<file path="config.mk">
export PLATFORM = sky130hd
export DESIGN_NAME = datapath
export DESIGN_NICKNAME = d
export VERILOG_FILES = /design/src/rtl/datapath.sv
export SDC_FILE = /design/constraint.sdc
export NUM_CORES = 2
export LEC_CHECK = 0
export BUFFER_PORTS_ARGS = -buffer_cell sky130_fd_sc_hd__buf_2
export CAP_MARGIN = 30
export CORE_MARGIN = 2
export CORE_UTILIZATION = 56
export CTS_CLUSTER_DIAMETER = 60
export DETAILED_ROUTE_END_ITERATION = 10
export PLACE_DENSITY = 0.78
export SLEW_MARGIN = 25
export SYNTH_ARGS = -nofsm -noshare
export SYNTH_HDL_FRONTEND = slang
export SYNTH_SLANG_ARGS = --single-unit
</file>
<file path="constraint.sdc">
create_clock -name clock -period 20.2 [get_ports clock]
set_clock_uncertainty 0.05 [all_clocks]
set_input_delay 0 -clock clock [delete_from_list [all_inputs] [get_ports clock]]
set_output_delay 0 -clock clock [all_outputs]
set_load 0.01 [all_outputs]
</file>
<file path="src/rtl/datapath.sv">
// ---------------------------------------------------------------------------
// datapath -- 32-bit single-bus CPU datapath
//
// Purpose:
//   A classic single-bus datapath: sixteen general registers R0-R15 plus
//   PC, IR, MAR, MDR, HI, LO, Y and a 64-bit Z register (Zhigh:Zlow),
//   with a combinational ALU. An external control unit sequences it one
//   microstep per clock with one-hot register-in / register-out strobes.
//   Memory read data enters through the MDR.
//
// Configuration:
//   `define DATAPATH_MULDIV_EN  enables the signed multiplier (ALUop 11)
//                               and signed divider (ALUop 12). When left
//                               undefined, both ops return 0 and no
//                               multiplier/divider hardware is built.
//
// Ports:
//   clock              rising-edge clock
//   clear              asynchronous active-high reset of every register
//   A                  external value placed on the bus when nothing drives it
//   RegisterImmediate  immediate operand for ADDI
//   Read               MDR input select: 1 = Mdatain, 0 = bus
//   Mdatain            memory read data
//   ALUop              ALU operation select
//   Rin / Rout         per-register load enables / bus-source selects
//   MARin..LOin        single register load enables
//   PCout, MDRout,
//   Zlowout            bus-source selects
//   Zhighin, Zlowin    load Z[63:32] / Z[31:0] from the ALU result
//   MARout..Zhighout   continuous register contents
// ---------------------------------------------------------------------------
module datapath #(
  parameter int WIDTH = 32,
  parameter int NREGS = 16
) (
  input  logic             clock,
  input  logic             clear,
  input  logic [WIDTH-1:0] A,
  input  logic [WIDTH-1:0] RegisterImmediate,
  input  logic             Read,
  input  logic [WIDTH-1:0] Mdatain,
  input  logic [3:0]       ALUop,
  input  logic [NREGS-1:0] Rin,
  input  logic [NREGS-1:0] Rout,
  input  logic             MARin,
  input  logic             PCin,
  input  logic             IRin,
  input  logic             Yin,
  input  logic             MDRin,
  input  logic             HIin,
  input  logic             LOin,
  input  logic             PCout,
  input  logic             MDRout,
  input  logic             Zlowout,
  input  logic             Zhighin,
  input  logic             Zlowin,
  output logic [WIDTH-1:0] MARout,
  output logic [WIDTH-1:0] IRout,
  output logic [WIDTH-1:0] Yout,
  output logic [WIDTH-1:0] HIout,
  output logic [WIDTH-1:0] LOout,
  output logic [WIDTH-1:0] Zhighout
);

  typedef enum logic [3:0] {
    OP_ADD  = 4'd0,
    OP_SUB  = 4'd1,
    OP_AND  = 4'd2,
    OP_OR   = 4'd3,
    OP_SHR  = 4'd4,
    OP_SHL  = 4'd5,
    OP_SHRA = 4'd6,
    OP_ROR  = 4'd7,
    OP_ROL  = 4'd8,
    OP_NEG  = 4'd9,
    OP_NOT  = 4'd10,
    OP_MUL  = 4'd11,
    OP_DIV  = 4'd12,
    OP_ADDI = 4'd13,
    OP_INC  = 4'd14,
    OP_PASS = 4'd15
  } alu_op_t;

  logic [WIDTH-1:0]   gpr [NREGS];
  logic [WIDTH-1:0]   pc;
  logic [WIDTH-1:0]   ir;
  logic [WIDTH-1:0]   mar;
  logic [WIDTH-1:0]   mdr;
  logic [WIDTH-1:0]   hi;
  logic [WIDTH-1:0]   lo;
  logic [WIDTH-1:0]   y;
  logic [WIDTH-1:0]   zhigh;
  logic [WIDTH-1:0]   zlow;

  logic [WIDTH-1:0]   bus;
  logic [2*WIDTH-1:0] result;
  logic [WIDTH-1:0]   op_a;
  logic [WIDTH-1:0]   op_b;
  logic [4:0]         shamt;
  logic [2*WIDTH-1:0] doubled;
  alu_op_t            op;

  assign MARout   = mar;
  assign IRout    = ir;
  assign Yout     = y;
  assign HIout    = hi;
  assign LOout    = lo;
  assign Zhighout = zhigh;

  assign op_a    = y;
  assign op_b    = bus;
  assign shamt   = op_b[4:0];
  assign doubled = {op_a, op_a};
  assign op      = alu_op_t'(ALUop);

  // Bus source selection. Sources are applied from lowest to highest
  // priority so that the last assignment wins: Zlow, then MDR, then PC,
  // then the general registers scanned downward so the lowest index wins.
  // With no source selected the external A input drives the bus.
  always_comb begin
    bus = A;
    if (Zlowout) bus = zlow;
    if (MDRout)  bus = mdr;
    if (PCout)   bus = pc;
    for (int i = NREGS - 1; i >= 0; i--) begin
      if (Rout[i]) bus = gpr[i];
    end
  end

`ifdef DATAPATH_MULDIV_EN
  logic [2*WIDTH-1:0]      product;
  logic signed [WIDTH-1:0] quotient;
  logic signed [WIDTH-1:0] remainder;

  // Signed multiply and divide. Operands are sign-extended to 64 bits so
  // an unsigned 64-bit product equals the signed product. A zero divisor
  // would make the quotient undefined, so it is replaced by all-ones with
  // the dividend passed through as the remainder.
  always_comb begin
    product   = {{WIDTH{op_a[WIDTH-1]}}, op_a} * {{WIDTH{op_b[WIDTH-1]}}, op_b};
    quotient  = '1;
    remainder = $signed(op_a);
    if (op_b != '0) begin
      quotient  = $signed(op_a) / $signed(op_b);
      remainder = $signed(op_a) % $signed(op_b);
    end
  end
`endif

  // ALU. Only MUL and DIV produce a non-zero upper half. Rotates take a
  // window out of the operand concatenated with itself, which makes a
  // rotate by zero fall out naturally as the operand unchanged.
  always_comb begin
    result = '0;
    unique case (op)
      OP_ADD:  result[WIDTH-1:0] = op_a + op_b;
      OP_SUB:  result[WIDTH-1:0] = op_a - op_b;
      OP_AND:  result[WIDTH-1:0] = op_a & op_b;
      OP_OR:   result[WIDTH-1:0] = op_a | op_b;
      OP_SHR:  result[WIDTH-1:0] = op_a >> shamt;
      OP_SHL:  result[WIDTH-1:0] = op_a << shamt;
      OP_SHRA: result[WIDTH-1:0] = $signed(op_a) >>> shamt;
      OP_ROR:  result[WIDTH-1:0] = WIDTH'(doubled >> shamt);
      OP_ROL:  result[WIDTH-1:0] = doubled[2*WIDTH-1:WIDTH] << shamt
                                   | doubled[WIDTH-1:0] >> (6'(WIDTH) - {1'b0, shamt});
      OP_NEG:  result[WIDTH-1:0] = '0 - op_b;
      OP_NOT:  result[WIDTH-1:0] = ~op_b;
`ifdef DATAPATH_MULDIV_EN
      OP_MUL:  result = product;
      OP_DIV:  result = {remainder, quotient};
`else
      OP_MUL:  result = '0;
      OP_DIV:  result = '0;
`endif
      OP_ADDI: result[WIDTH-1:0] = op_a + RegisterImmediate;
      OP_INC:  result[WIDTH-1:0] = op_b + 1'b1;
      OP_PASS: result[WIDTH-1:0] = op_b;
      default: result = '0;
    endcase
  end

  // General register file. Each register loads from the bus on its own
  // enable; a register that is also driving the bus simply reloads itself.
  always_ff @(posedge clock or posedge clear) begin
    if (clear) begin
      for (int i = 0; i < NREGS; i++) gpr[i] <= '0;
    end else begin
      for (int i = 0; i < NREGS; i++) begin
        if (Rin[i]) gpr[i] <= bus;
      end
    end
  end

  // Special-purpose registers that load straight from the bus.
  always_ff @(posedge clock or posedge clear) begin
    if (clear) begin
      pc  <= '0;
      ir  <= '0;
      mar <= '0;
      hi  <= '0;
      lo  <= '0;
      y   <= '0;
    end else begin
      if (PCin)  pc  <= bus;
      if (IRin)  ir  <= bus;
      if (MARin) mar <= bus;
      if (HIin)  hi  <= bus;
      if (LOin)  lo  <= bus;
      if (Yin)   y   <= bus;
    end
  end

  // MDR takes either memory read data or the bus, chosen by Read.
  always_ff @(posedge clock or posedge clear) begin
    if (clear) begin
      mdr <= '0;
    end else if (MDRin) begin
      mdr <= Read ? Mdatain : bus;
    end
  end

  // The two halves of Z capture the ALU result independently so a
  // microstep can keep one half while updating the other.
  always_ff @(posedge clock or posedge clear) begin
    if (clear) begin
      zhigh <= '0;
      zlow  <= '0;
    end else begin
      if (Zhighin) zhigh <= result[2*WIDTH-1:WIDTH];
      if (Zlowin)  zlow  <= result[WIDTH-1:0];
    end
  end

endmodule

</file>
==> key figures <==
Setup path
  – Worst R2R Start: zlow[0]
  – R2R setup slack: 11.38 ns
  – Kind of critical path: in2reg
  – Crit end category: flip-flop
  – Arr. time, crit path: between 9 and 10 ns
  – Critical path origin: Rout[14]
  – Worst-path fanout max: 43
  – Critical Path RT: roughly 21 ns
  – Startpoint Class: input port

Logic synthesis
  – Post-synth top area share: approximately 41%
  – Post-synth EDFFs: 0
  – Top-count cell post-synth: dfrtp_1
  – Mapped Cells: about 5200
  – Post-synthesis async set-or-reset flop share: between 90% and 100%
  – Top cells by instance count after synthesis: dfrtp_1, a21oi_1, nor2_1, clkbuf_1, nand2_1
  – Seq/Total Area, Yosys: approximately 41%
  – Main synth FF type: dfrtp_1
  – Unique cell type count in the Yosys netlist: slightly above 100
  – Largest area contributor in the synthesized netlist: dfrtp_1
  – Cell area after synthesis: ~47000 µm²
  – #FFs+latches synth: 768
  – Synth Warn #: 0
  – Syn avg cell area: 8.930 µm²
  – Synth area leaders: dfrtp_1, a21oi_1, mux2_2, nor2_1, mux2i_1

Timing
  – Fmax: around 110 MHz
  – Tmin final: a little under 9 ns
  – Fin. max-slew vios: 0
  – Final Hold Fails: 0
  – Worst Tran Pin Value: about 1.4 ns
  – Period Utilization, post-route: roughly 44%
  – Post-Route Setup TNS: 0 ns
  – Max_slew headroom: just over 6%
  – Setup violators final: 0
  – Hold WS: around 0.026 ns
  – Unrepaired setup endpoints after global routing: false

Power and ir drop
  – Comb power frac: around 41%
  – Pwr Density: 119.2 nW/µm²
  – Sw frac: 42.31%
  – Total power: 6.356 mW
  – Clock share of power: 26.1%
  – Leakage power: approximately 22 nW
  – Sequential power share: roughly a third
  – Max VDD drop: approximately 0.000091 V
  – Psw: roughly 2.7 mW
  – Pint: about 3.7 mW

Drt
  – Post-route ant nets: 0
  – M1 wire length: between 80 and 90 mm
  – Met3 WL: ~38 mm
  – Drt first pass iters: 8
  – Met2 WL: ~89 mm
  – Initial DRC Count: 7346
  – Per-cell routed wire length: 34.42 µm
  – Vias/cell: roughly 7
  – Detailed-route via count: 46830
  – Top layer in use: met5
  – DRC violations left: 0
  – Final wirelength: ~230 mm

Place
  – Final HPWL DP: 154.6 mm
  – PortBufs: roughly 300
  – GP Congestion: between 1 and 1.5
  – Placed insts: ~6300

Clock network
  – Bufs on Longest Clock Path: 3
  – Post_cts resized: 0
  – Root buffer cell: clkbuf_16
  – CTS sink cnt: roughly 770
  – Clk Latency, worst-skew pair: about 0.7 ns
  – CTS tree: yes
  – Setup Fix Bufs, Post-CTS: 0
  – H-tree levels: 3
  – CTS Hold Buffers Added: 71
  – Total CTS buffers: 85
  – Clock transition at path regs: 0.06 ns

Layout
  – Fraction of layout cells with a size suffix above 1: about a fifth
  – Syn-to-layout area delta: 14.39%
  – Util after Layout: between 60 and 70%
  – Finished Layout Cells: ~6500
  – Fill cell count: roughly 6600
  – Final Net Count: ~5600

Floorplan
  – Die height: roughly 290 µm
  – Core ar.: around 80000 µm²
  – Die footprint: 85600 µm²
  – Top-Level Pins: between 300 and 400
  – Initial core utilization: a little under three fifths
  – Rows: between 100 and 150
  – Die width: slightly below 300 µm

Worst hold path
  – Hold WC Path Type: in2async

Global routing
  – First-pass GRT wire length: approximately 320 mm
  – Initial antenna violation count: 28
  – Gr usage total: 51.21%
  – Number of global-route vias before repair: ~44000
  – Total gr overflow: 0
  – Largest net degree at the start of global routing: ~170

Outcome
  – Outcome: finished clean

Run
  – Max_cap viols: 0
[sequential cells by signal, summed over array words and instances, names as in the netlist]
name and cells:
gpr 512, HIout 32, mdr 32, MARout 32, zlow 32, LOout 32, pc 32, IRout 32
Yout 32
[power groups by stage]
stage	Clock [mW]	Combinational, mW	Sequential, mW
floorplan	0	1.46	2.05
global placement	0	2.40	2.06
detailed placement	0	2.43	2.08
CTS	1.65	2.46	2.05
global route	1.71	2.69	2.10
finish	1.66	2.63	2.07
[worst paths after layout]
kind	end	cells past startpoint
worst max-delay path	zlow[19]	25
worst min-delay path	gpr[17]	4
worst max register to register	zlow[19]	23
worst min register to register	HIout[13]	1
max in group asynchronous	gpr[440]	10
min in group clock	mdr[15]	2
[layout by cell type (no fill, tap or decap), types with 26 or more instances in the layout]
| cell type | instances |
|---|---|
| a211oi_1 | 81 |
| a21o_1 | 33 |
| a21oi_1 | 732 |
| a221oi_1 | 55 |
| a22oi_1 | 38 |
| a31oi_1 | 47 |
| and2_1 | 45 |
| and3_1 | 27 |
| buf_2 | 309 |
| buf_4 | 174 |
| clkbuf_16 | 85 |
| conb_1 | 32 |
| dfrtp_1 | 768 |
| dlygate4sd3_1 | 73 |
| ha_1 | 69 |
| inv_1 | 110 |
| mux2_2 | 314 |
| mux2i_1 | 188 |
| nand2_1 | 356 |
| nand2b_1 | 36 |
| nand3_1 | 65 |
| nand3b_1 | 47 |
| nor2_1 | 619 |
| nor2b_1 | 56 |
| nor3_1 | 62 |
| nor3b_1 | 59 |
| o2111ai_1 | 33 |
| o211ai_1 | 31 |
| o21a_1 | 28 |
| o21ai_0 | 241 |
| o221ai_1 | 42 |
| o22ai_1 | 55 |
| or3_1 | 26 |
| xnor2_1 | 52 |
[routing by layer]
metal	vias to the layer above	GRT usage (%)
li1	19120	-
met2	3915	69.16
met1	22860	67.32
met3	923	23.20
met5	-	1.134
met4	16	29.42
[stage by stage]
| step | setup slack (ns) | area (µm²) |
|---|---|---|
| after floorplan | 9.617 | 46750 |
| after global placement | 11.14 | 49070 |
| after detailed placement | 11.29 | 49210 |
| after CTS | 11.76 | 52900 |
| after global routing | 11.42 | 53310 |
| final | 11.29 | 53340 |
[cell families (layout without fill, tap and decap cells)]
| group | count (synthesis) | in the layout | synth area share [%] |
|---|---|---|---|
| flip-flops | 768 | 768 | 41.21 |
| other | 1 | 50 | 0.008041 |
| adder cells (fa/ha/maj) | 83 | 83 | 2.195 |
| AND/OR/NAND/NOR | 1487 | 1487 | 14.87 |
| buffers and inverters | 642 | 848 | 5.648 |
| multiplexers | 525 | 525 | 12.71 |
| XOR/XNOR | 76 | 76 | 1.468 |
| AO/OA/AOI/OAI | 1640 | 1640 | 21.89 |
[worst max-delay path, cell delays in order]
cell and delay (ns):
buf_2 0.10, buf_4 0.29, nor4_1 1.04, nand2_1 0.43, o32ai_1 0.82, a22o_4 0.62, ha_1 0.44, nand3_1 0.12
buf_4 0.21, nor3_2 0.47, nand2_1 0.32, or3_1 0.44, xnor2_1 0.42, a21oi_1 0.13, ha_1 0.38, o21a_1 0.14
o21ai_0 0.18, or4_1 0.52, o21ai_0 0.49, o21a_1 0.21, nor2_1 0.05, xor2_1 0.49, o221ai_1 0.26, nor4_1 0.57
a31oi_1 0.19
[cell type report]
cell class / count / area [µm²] / area share, %
clock inverter: 37 / 583.1 / 1.093
sequential: 768 / 19220 / 36.03
timing repair buffer: 576 / 4006 / 7.510
clock buffer: 114 / 2396 / 4.492
inverter: 121 / 460.4 / 0.8631
antenna: 18 / 45.04 / 0.08444
multi-input combinational: 3843 / 25300 / 47.42
tap: 1070 / 1339 / 2.510
(Power assumes the default switching activity.)
